## src/rtl/seg7_pkg.sv

```systemverilog
`default_nettype none
// ============================================================================
// Module   : seg7_pkg
// Brief    : Shared 7-segment glyph constants and the nibble-to-glyph mapping.
//            All glyphs are active-low over {a,b,c,d,e,f,g} = seg[6:0].
// Revision : 1.0 - initial release
// ============================================================================
package seg7_pkg;

    localparam logic [6:0] SEG_0     = 7'b0000001;
    localparam logic [6:0] SEG_1     = 7'b1001111;
    localparam logic [6:0] SEG_2     = 7'b0010010;
    localparam logic [6:0] SEG_3     = 7'b0000110;
    localparam logic [6:0] SEG_4     = 7'b1001100;
    localparam logic [6:0] SEG_5     = 7'b0100100;
    localparam logic [6:0] SEG_6     = 7'b0100000;
    localparam logic [6:0] SEG_7     = 7'b0001111;
    localparam logic [6:0] SEG_8     = 7'b0000000;
    localparam logic [6:0] SEG_9     = 7'b0000100;
    localparam logic [6:0] SEG_A     = 7'b0001000;
    localparam logic [6:0] SEG_B     = 7'b1100000;
    localparam logic [6:0] SEG_C     = 7'b1110010;
    localparam logic [6:0] SEG_D     = 7'b1000010;
    localparam logic [6:0] SEG_E     = 7'b0110000;
    localparam logic [6:0] SEG_F     = 7'b0111000;
    localparam logic [6:0] SEG_BLANK = 7'b1111111;

    // Hex nibble to active-low glyph (lowercase b, c, d for legibility).
    function automatic logic [6:0] nibble_to_seg(input logic [3:0] nib);
        logic [6:0] glyph;
        case (nib)
            4'h0:    glyph = SEG_0;
            4'h1:    glyph = SEG_1;
            4'h2:    glyph = SEG_2;
            4'h3:    glyph = SEG_3;
            4'h4:    glyph = SEG_4;
            4'h5:    glyph = SEG_5;
            4'h6:    glyph = SEG_6;
            4'h7:    glyph = SEG_7;
            4'h8:    glyph = SEG_8;
            4'h9:    glyph = SEG_9;
            4'hA:    glyph = SEG_A;
            4'hB:    glyph = SEG_B;
            4'hC:    glyph = SEG_C;
            4'hD:    glyph = SEG_D;
            4'hE:    glyph = SEG_E;
            default: glyph = SEG_F;
        endcase
        return glyph;
    endfunction

endpackage : seg7_pkg
`default_nettype wire

```

## src/rtl/seg7_glyph.sv

```systemverilog
`default_nettype none
// ============================================================================
// Module   : seg7_glyph
// Brief    : Combinational hex nibble to active-low 7-segment glyph decoder.
// Revision : 1.0 - initial release
// ============================================================================
module seg7_glyph
    import seg7_pkg::*;
(
    input  logic [3:0] i_nibble,
    output logic [6:0] o_seg
);

    // Pure lookup; the scan driver registers the result.
    always_comb begin
        o_seg = nibble_to_seg(i_nibble);
    end

endmodule : seg7_glyph
`default_nettype wire

```

## src/rtl/seg7_scan_driver.sv

```systemverilog
`default_nettype none
// ============================================================================
// Module   : seg7_scan_driver
// Brief    : Time-multiplexed driver for NUM_DIGITS common-anode 7-segment
//            digits with per-digit decimal points, leading-zero blanking,
//            anti-ghosting dead time and frame-aligned (tear-free) updates.
// Revision : 1.0 - initial release
// ============================================================================
module seg7_scan_driver
    import seg7_pkg::*;
#(
    parameter int NUM_DIGITS  = 4,
    parameter int REFRESH_DIV = 50000,
    parameter int DEAD_CYCLES = 2
) (
    input  logic                    clk,
    input  logic                    resetn,
    input  logic                    load,
    input  logic [4*NUM_DIGITS-1:0] value,
    input  logic [NUM_DIGITS-1:0]   dp_in,
    input  logic                    lzb_en,
    output logic [6:0]              seg,
    output logic                    dp,
    output logic [NUM_DIGITS-1:0]   an,
    output logic                    frame_tick
);

    localparam int CNT_W = $clog2(REFRESH_DIV);
    localparam int IDX_W = (NUM_DIGITS > 1) ? $clog2(NUM_DIGITS) : 1;

    localparam logic [CNT_W-1:0] C_CNT_LAST = CNT_W'(REFRESH_DIV - 1);
    localparam logic [IDX_W-1:0] C_IDX_LAST = IDX_W'(NUM_DIGITS - 1);

    // Scan state
    logic [CNT_W-1:0]        r_cnt;
    logic [IDX_W-1:0]        r_idx;

    // Pending set (written by load) and shadow set (drives the display)
    logic [4*NUM_DIGITS-1:0] r_pd_value;
    logic [NUM_DIGITS-1:0]   r_pd_dp;
    logic                    r_pd_lzb;
    logic                    r_pend;
    logic [4*NUM_DIGITS-1:0] r_sh_value;
    logic [NUM_DIGITS-1:0]   r_sh_dp;
    logic                    r_sh_lzb;

    // Registered outputs
    logic [6:0]              r_seg;
    logic                    r_dp;
    logic [NUM_DIGITS-1:0]   r_an;
    logic                    r_frame_tick;

    logic                    w_cnt_last;
    logic                    w_boundary;
    logic                    w_dead;
    logic                    w_zero_run;
    logic [NUM_DIGITS-1:0]   w_lz;
    logic [3:0]              w_nib;
    logic                    w_blank;
    logic                    w_dp_req;
    logic [6:0]              w_glyph;

    assign w_cnt_last = (r_cnt == C_CNT_LAST);
    assign w_boundary = w_cnt_last && (r_idx == C_IDX_LAST);

    // Dead time only exists when DEAD_CYCLES is non-zero; avoids a
    // constant-false unsigned compare in the zero case.
    generate
        if (DEAD_CYCLES > 0) begin : g_dead
            assign w_dead = (r_cnt < CNT_W'(DEAD_CYCLES));
        end else begin : g_no_dead
            assign w_dead = 1'b0;
        end
    endgenerate

    // Slot counter and digit index; idx advances when cnt wraps.
    always_ff @(posedge clk) begin
        if (!resetn) begin
            r_cnt <= '0;
            r_idx <= '0;
        end else if (w_cnt_last) begin
            r_cnt <= '0;
            r_idx <= (r_idx == C_IDX_LAST) ? '0 : r_idx + IDX_W'(1);
        end else begin
            r_cnt <= r_cnt + CNT_W'(1);
        end
    end

    // Pending capture and frame-boundary transfer into the shadow set.
    // A load on the boundary edge stays pending for the following frame.
    always_ff @(posedge clk) begin
        if (!resetn) begin
            r_pd_value <= '0;
            r_pd_dp    <= '0;
            r_pd_lzb   <= 1'b0;
            r_pend     <= 1'b0;
            r_sh_value <= '0;
            r_sh_dp    <= '0;
            r_sh_lzb   <= 1'b0;
        end else begin
            if (w_boundary && r_pend) begin
                r_sh_value <= r_pd_value;
                r_sh_dp    <= r_pd_dp;
                r_sh_lzb   <= r_pd_lzb;
            end
            if (load) begin
                r_pd_value <= value;
                r_pd_dp    <= dp_in;
                r_pd_lzb   <= lzb_en;
                r_pend     <= 1'b1;
            end else if (w_boundary) begin
                r_pend     <= 1'b0;
            end
        end
    end

    // Leading-zero map: digit k blanks when it and every higher nibble are 0.
    always_comb begin
        w_zero_run = 1'b1;
        w_lz       = '0;
        for (int k = NUM_DIGITS - 1; k >= 0; k--) begin
            w_zero_run = w_zero_run & (r_sh_value[4*k +: 4] == 4'h0);
            if (k != 0) begin
                w_lz[k] = r_sh_lzb & w_zero_run;
            end
        end
    end

    // Select the nibble, blank flag and dp request of the active digit.
    always_comb begin
        w_nib    = 4'h0;
        w_blank  = 1'b0;
        w_dp_req = 1'b0;
        for (int k = 0; k < NUM_DIGITS; k++) begin
            if (r_idx == IDX_W'(k)) begin
                w_nib    = r_sh_value[4*k +: 4];
                w_blank  = w_lz[k];
                w_dp_req = r_sh_dp[k];
            end
        end
    end

    seg7_glyph u_glyph (
        .i_nibble (w_nib),
        .o_seg    (w_glyph)
    );

    // Output register: dead time forces everything off, else drive the digit.
    always_ff @(posedge clk) begin
        if (!resetn) begin
            r_an         <= '1;
            r_seg        <= SEG_BLANK;
            r_dp         <= 1'b1;
            r_frame_tick <= 1'b0;
        end else begin
            r_frame_tick <= w_boundary;
            if (w_dead) begin
                r_an  <= '1;
                r_seg <= SEG_BLANK;
                r_dp  <= 1'b1;
            end else begin
                r_an  <= ~(NUM_DIGITS'(1) << r_idx);
                r_seg <= w_blank ? SEG_BLANK : w_glyph;
                r_dp  <= ~w_dp_req;
            end
        end
    end

    assign seg        = r_seg;
    assign dp         = r_dp;
    assign an         = r_an;
    assign frame_tick = r_frame_tick;

endmodule : seg7_scan_driver
`default_nettype wire

```

## config.mk

```make
export PLATFORM = sky130hd
export DESIGN_NAME = seg7_scan_driver
export DESIGN_NICKNAME = d
export VERILOG_FILES = /design/src/rtl/seg7_pkg.sv /design/src/rtl/seg7_glyph.sv /design/src/rtl/seg7_scan_driver.sv
export SDC_FILE = /design/constraint.sdc
export NUM_CORES = 1
export LEC_CHECK = 0
export ABC_AREA = 1
export BUFFER_PORTS_ARGS = -buffer_cell sky130_fd_sc_hd__buf_2
export CORE_ASPECT_RATIO = 0.7
export CORE_MARGIN = 8
export CORE_UTILIZATION = 56
export DETAILED_ROUTE_END_ITERATION = 7
export GPL_TIMING_DRIVEN = 0
export MAX_ROUTING_LAYER = met4
export PLACE_DENSITY = 0.77
export RECOVER_POWER = 100
export SETUP_SLACK_MARGIN = 0.3
export SLEW_MARGIN = 20
export SYNTH_ARGS = -nofsm -noshare
export SYNTH_HDL_FRONTEND = slang
export SYNTH_SLANG_ARGS = --single-unit
```

## constraint.sdc

```tcl
create_clock -name clk -period 2.85 [get_ports clk]
set_clock_uncertainty 0.1 [all_clocks]
set_input_delay 0.4275 -clock clk [delete_from_list [all_inputs] [get_ports clk]]
set_output_delay 0.4275 -clock clk [all_outputs]
set_load 0.02 [all_outputs]
```

* Word-level counts from Yosys, hierarchy flattened *
Memories as Yosys holds them, arrays and structs flattened. A register that Yosys moved wholly into a read port is not among the register bits.
Index checks and enable logic that the tools add are counted.
Widths: inputs -> output; s select.

word-level totals
  bits in registers = 67
  ROM bits = 112
  output and inout bits = 13
  logic and storage cells = 53
  memories kept = 1

operators by class
  add/subtract/negate cells = 2
  magnitude comparators = 1
  equal/unequal tests = 4
  shift-type cells = 1
  multiplexer cells = 14
  bitwise operators = 8
  reductions and logical operators = 10

memories
  name             depth  bits a word  read ports  clocked after Yosys merged registers in  wr ports  RTL line        source
  (no name shown)  16     7            1           1                                        0         seg7_pkg.sv:31  case (nib)

operator list
  cell                   number
  $add 16x1->16 const B  1
  $eq 16x16->1 const B   1
  $lt 16x2->1 const B    1
  $mux 4                 4
  $logic_not 4->1        3
  $mux 1                 9
  $and 1x1->1            5
  $eq 2x2->1 const B     2
  $not 4->4              1
  $reduce_or 2->1        2
  $shl 1x2->4 const A    1
  $reduce_or 3->1        1
  $add 2x1->2 const B    1
  $eq 2x1->1 const B     1
  $logic_and 1x1->1      2
  $logic_not 2->1        1
  $mux 2                 1
  $not 1->1              2
  $reduce_bool 2->1      1

* Longest topological paths before layout *
  depth after elaboration = 8
  gate-level depth with buffers = 13
  depth with buffers taken out = 13

* Cells and area by module *
A second synthesis with hierarchy kept.

second synthesis, totals
  cell total of the unflattened synthesis = 476
  area, all modules = 3383.2 µm²

by module, submodules not included
  module            times used  cells an instance  area an instance (µm²)
  seg7_scan_driver  1           430                3101.7
  seg7_glyph        1           46                 281.5

* Worst setup path after synthesis *
No wires, ideal clock.

  path type = flip-flop to flip-flop
  start = register r_idx[0]
  end = register r_seg[3], in the netlist seg[3]
  library setup time = 0.125 ns
  data arrival time = 1.892 ns
  data required time = 2.625 ns
  setup slack = 0.733 ns
  cell stages (with the launch flop) = 12
  path buffers = 1
  path through = dfxtp_1 inv_1 ha_1 buf_2 a21oi_1 nand2_1 a21boi_0 ha_1 inv_1 nand2_1 nand3_1 nand3_1

between the ends
  cells in the longest elaborated chain, start to end = 5
  elaborated cells on any way between the ends = 12
  those cells by class = 3 x eq/ne; 7 x mux; 2 x reduce/logical

RTL lines
  item                                                        RTL line                 source
  from (decl)                                                 seg7_scan_driver.sv:36   logic [IDX_W-1:0] r_idx;
  from (signal assigned)                                      seg7_scan_driver.sv:83   r_idx <= (r_idx == C_IDX_LAST) ? '0 : r_idx + IDX_W'(1);
  $eq 2x1->1 or $logic_not 2->1 (tied branches)               seg7_scan_driver.sv:135  if (r_idx == IDX_W'(k)) begin
  $mux 1 or $mux 4 (tied branches) (3 in series)              seg7_scan_driver.sv:135
  $reduce_or 3->1 (no source line) or $mux 4 (tied branches)  n/a
  to (decl)                                                   seg7_scan_driver.sv:48   logic [6:0] r_seg;

Parallel ways exist; a longest one is shown, timed or not.
A chain may end at the register's enable or synchronous reset.

* Worst setup path after layout *
Same ends and word-level chain as after synthesis.

==> results.toml <==
[die]
coreArea_um2 = 5784
chipHeight_um = 81.15
start_util_pct = 58.71
rows = 23
dieArea_um2 = 8851
io_pins = 37
die_width_um = 109.1

[placement]
io_buffer_count = 36
hpwl_um = 5546
post_dp_cell_area_um2 = 3670
gp_congestion = 0.9241

[worst_setup_path]
crit_path_max_fanout = 10
path_buf_inv = 3
start_kind = "register"
critPathArrivalTime_ns = 2.54
crit_chain = "inv_1, ha_1, clkbuf_1, a21oi_1, nand2_1, a21boi_1, ha_1, inv_1, nand2_1, nand3_1, nand3_1"
end_kind = "register"
required_ns = 2.98
cpMaxStageDelayCell = "a21boi_1"
path_class = "register to register"
max_stage_delay_ns = 0.40
crit_family = "compound AO/OA/AOI/OAI gates"

[clock_network]
cts_sinks = 74
cts_buffers = 9
clk_pin_slew_ns = 0.08
clock_latency_ns = 0.35
cts_tree = "built"
cts.path.max_buffers = 2
cts-htree-levels = 3
clockRootBuffer = "clkbuf_8"
postCtsSetupRepairBufs = 0

[route]
firstDrtPassIters = 8
drc_errors = 9
drtIter0Drc = 195
totalWireLength_um = 7660
num_vias = 3099
drtAntennaViolNets = 0
vias_per_cell = 5.006
wl_per_cell_um = 12.37

[global_route]
antenna_found_initial = 0
overflow = 0
grtUsageTotal_pct = 19.13
grt_pass1_vias = 2933
grt_max_degree = 14
grt_pass1_wl_um = 13060

[timing]
rsz0062_at_grt = "no"
final_hold_viol_count = 0
min_period_ns = 2.408
final.period_utilization_pct = 84.48
slew_headroom_pct = 64.84
fin_setup_tns_ns = 0
finalSetupViolCount = 0
whs_ns = 0.1917
worst_pin_slew_ns = 0.5273
slew_violations = 0
fmax_mhz = 415.3

[cells_and_area]
drive_gt1_share_pct = 9.926
design_area_um2 = 3810
num_antenna_cells = 0
mostFrequentLayoutCell = "nand2_1"
utilization_pct = 65.87
mostFrequentLayoutCells = "nand2_1 (114), nor2_1 (111), dfxtp_1 (74), inv_1 (49), nand3_1 (33)"
layout.nets = 574
syn_to_final_growth_pct = 12.20

[synth]
synth_area_um2 = 3396
synth.avg_cell_area_um2 = 6.902
yosysTopAreaCell = "dfxtp_1"
ys_seq_elements = 74
synthFlopType = "dfxtp_1"
synth-edff-count = 0
ys_warn_count = 0
syn-num-nets = 527
syn_inst = 492
synth_top_area_share_pct = 43.63
synth_cell_type_count = 30
synth_area_leaders = "dfxtp_1 (44%), nand2_1 (12%), nor2_1 (12%)"
seq_area_frac_synth_pct = 43.63
async_flop_share_pct = 0

[pwr]
powerDensity_nw_per_um2 = 524.4
p_leak_uw = 0.001822
ir_worst_vdd_mv = 0.3321

[min_path]
worstHoldPathType = "primary input to register"

[run]
cap_violations = 0

[outcome]
violations = "DRC"
status = "finished, violations left"
-- synthesized netlist by cell type (2+ instances only) --
| cell type | n |
|---|---|
| nor2_1 | 110 |
| buf_6 | 3 |
| nor3_2 | 2 |
| inv_1 | 49 |
| nand4_1 | 5 |
| nor2_2 | 2 |
| a21oi_1 | 23 |
| nand3_1 | 32 |
| dfxtp_1 | 74 |
| clkbuf_1 | 6 |
| inv_2 | 3 |
| o21ai_0 | 28 |
| nor3_1 | 7 |
| nand2_1 | 113 |
| nand2_2 | 5 |
| buf_2 | 6 |
| ha_1 | 11 |
-- power breakdown --
group          switching [uW]  total (uW)  internal [uW]  leakage, uW
clock network             398         805            408     0.000101
registers                16.7        1080           1070     0.000604
logic                    69.8         108           38.5      0.00112
total                     484        2000           1510      0.00182
-- worst register-to-register path: cells and delay by family (launching register included) --
kind | cells | cell delay (ns)
buffers and inverters | 3 | 0.39
AO/OA/AOI/OAI | 2 | 0.58
adder cells (fa/ha/maj) | 2 | 0.52
AND/OR/NAND/NOR | 4 | 0.32
flip-flops | 1 | 0.39
-- kinds of logic after synthesis --
logic type	share of synthesized area [%]
adders and majority gates	4.053
buffers and inverters	8.401
DFF	43.63
and+or+nand+nor	34.71
xor gates and xnor gates	0.5159
AOI/OAI and AO/OA	8.696
-- stage by stage --
step	std cells	total power, uW	worst slack (ns)
2_1_floorplan	492	1176	0.7334
6_report	619	1998	0.4422
4_1_cts	619	2010	0.3406
3_5_place_dp	603	1220	0.3936
5_1_grt	619	2084	0.2384
3_3_place_gp	603	1216	0.4382
-- path summary, 6_finish.rpt --
check,start,to,slack [ns],cells past startpoint
setup / recovery,r_idx[0]$_SDFFE_PN0N_,seg[3]$_SDFF_PP1_,0.44,11
hold / removal,value[14],r_pd_value[14]$_SDFFE_PN0P_,0.19,3
setup reg to reg,r_idx[0]$_SDFFE_PN0N_,seg[3]$_SDFF_PP1_,0.44,11
hold reg to reg,r_pend$_SDFFE_PN0P_,r_pend$_SDFFE_PN0P_,0.37,2
-- layout make-up --
cell class	count	area [um^2]
multi-input cells	350	1604
flip-flops and latches	74	1481
clock inverters	6	66.31
repair buffers	36	162.7
inverters	52	195.2
fillers	554	1974
well taps	75	93.84
clock buffers	10	127.6
plain buffers	16	78.83
-- repair_timing --
| action | 4_1_cts | 5_1_grt |
|---|---|---|
| hold endpoints to repair | 0 | 0 |
| resized for setup | 0 | 1 |
| hold buffers | 0 | 0 |
| endpoints found under the setup margin | 0 | 2 |
-- routing by layer --
metal | GRT usage, % | vias up | part of all wire [%]
met4 | 6.667 | 0 | 1.1
met2 | 27.17 | 95 | 40
met5 | - | - | 0
li1 | - | 1633 | -
met3 | 5.217 | 10 | 6.7
met1 | 25.47 | 1361 | 52
-- state kept, by name, summed over array words and instances (netlist names) --
name and count:
r_pend 1, an 4, seg 7, r_sh_value 16, dp 1, r_idx 2, r_sh_dp 4, r_cnt 16
frame_tick 1, r_sh_lzb 1, r_pd_value 16, r_pd_dp 4, r_pd_lzb 1
Power figures use the tool's default switching activity.
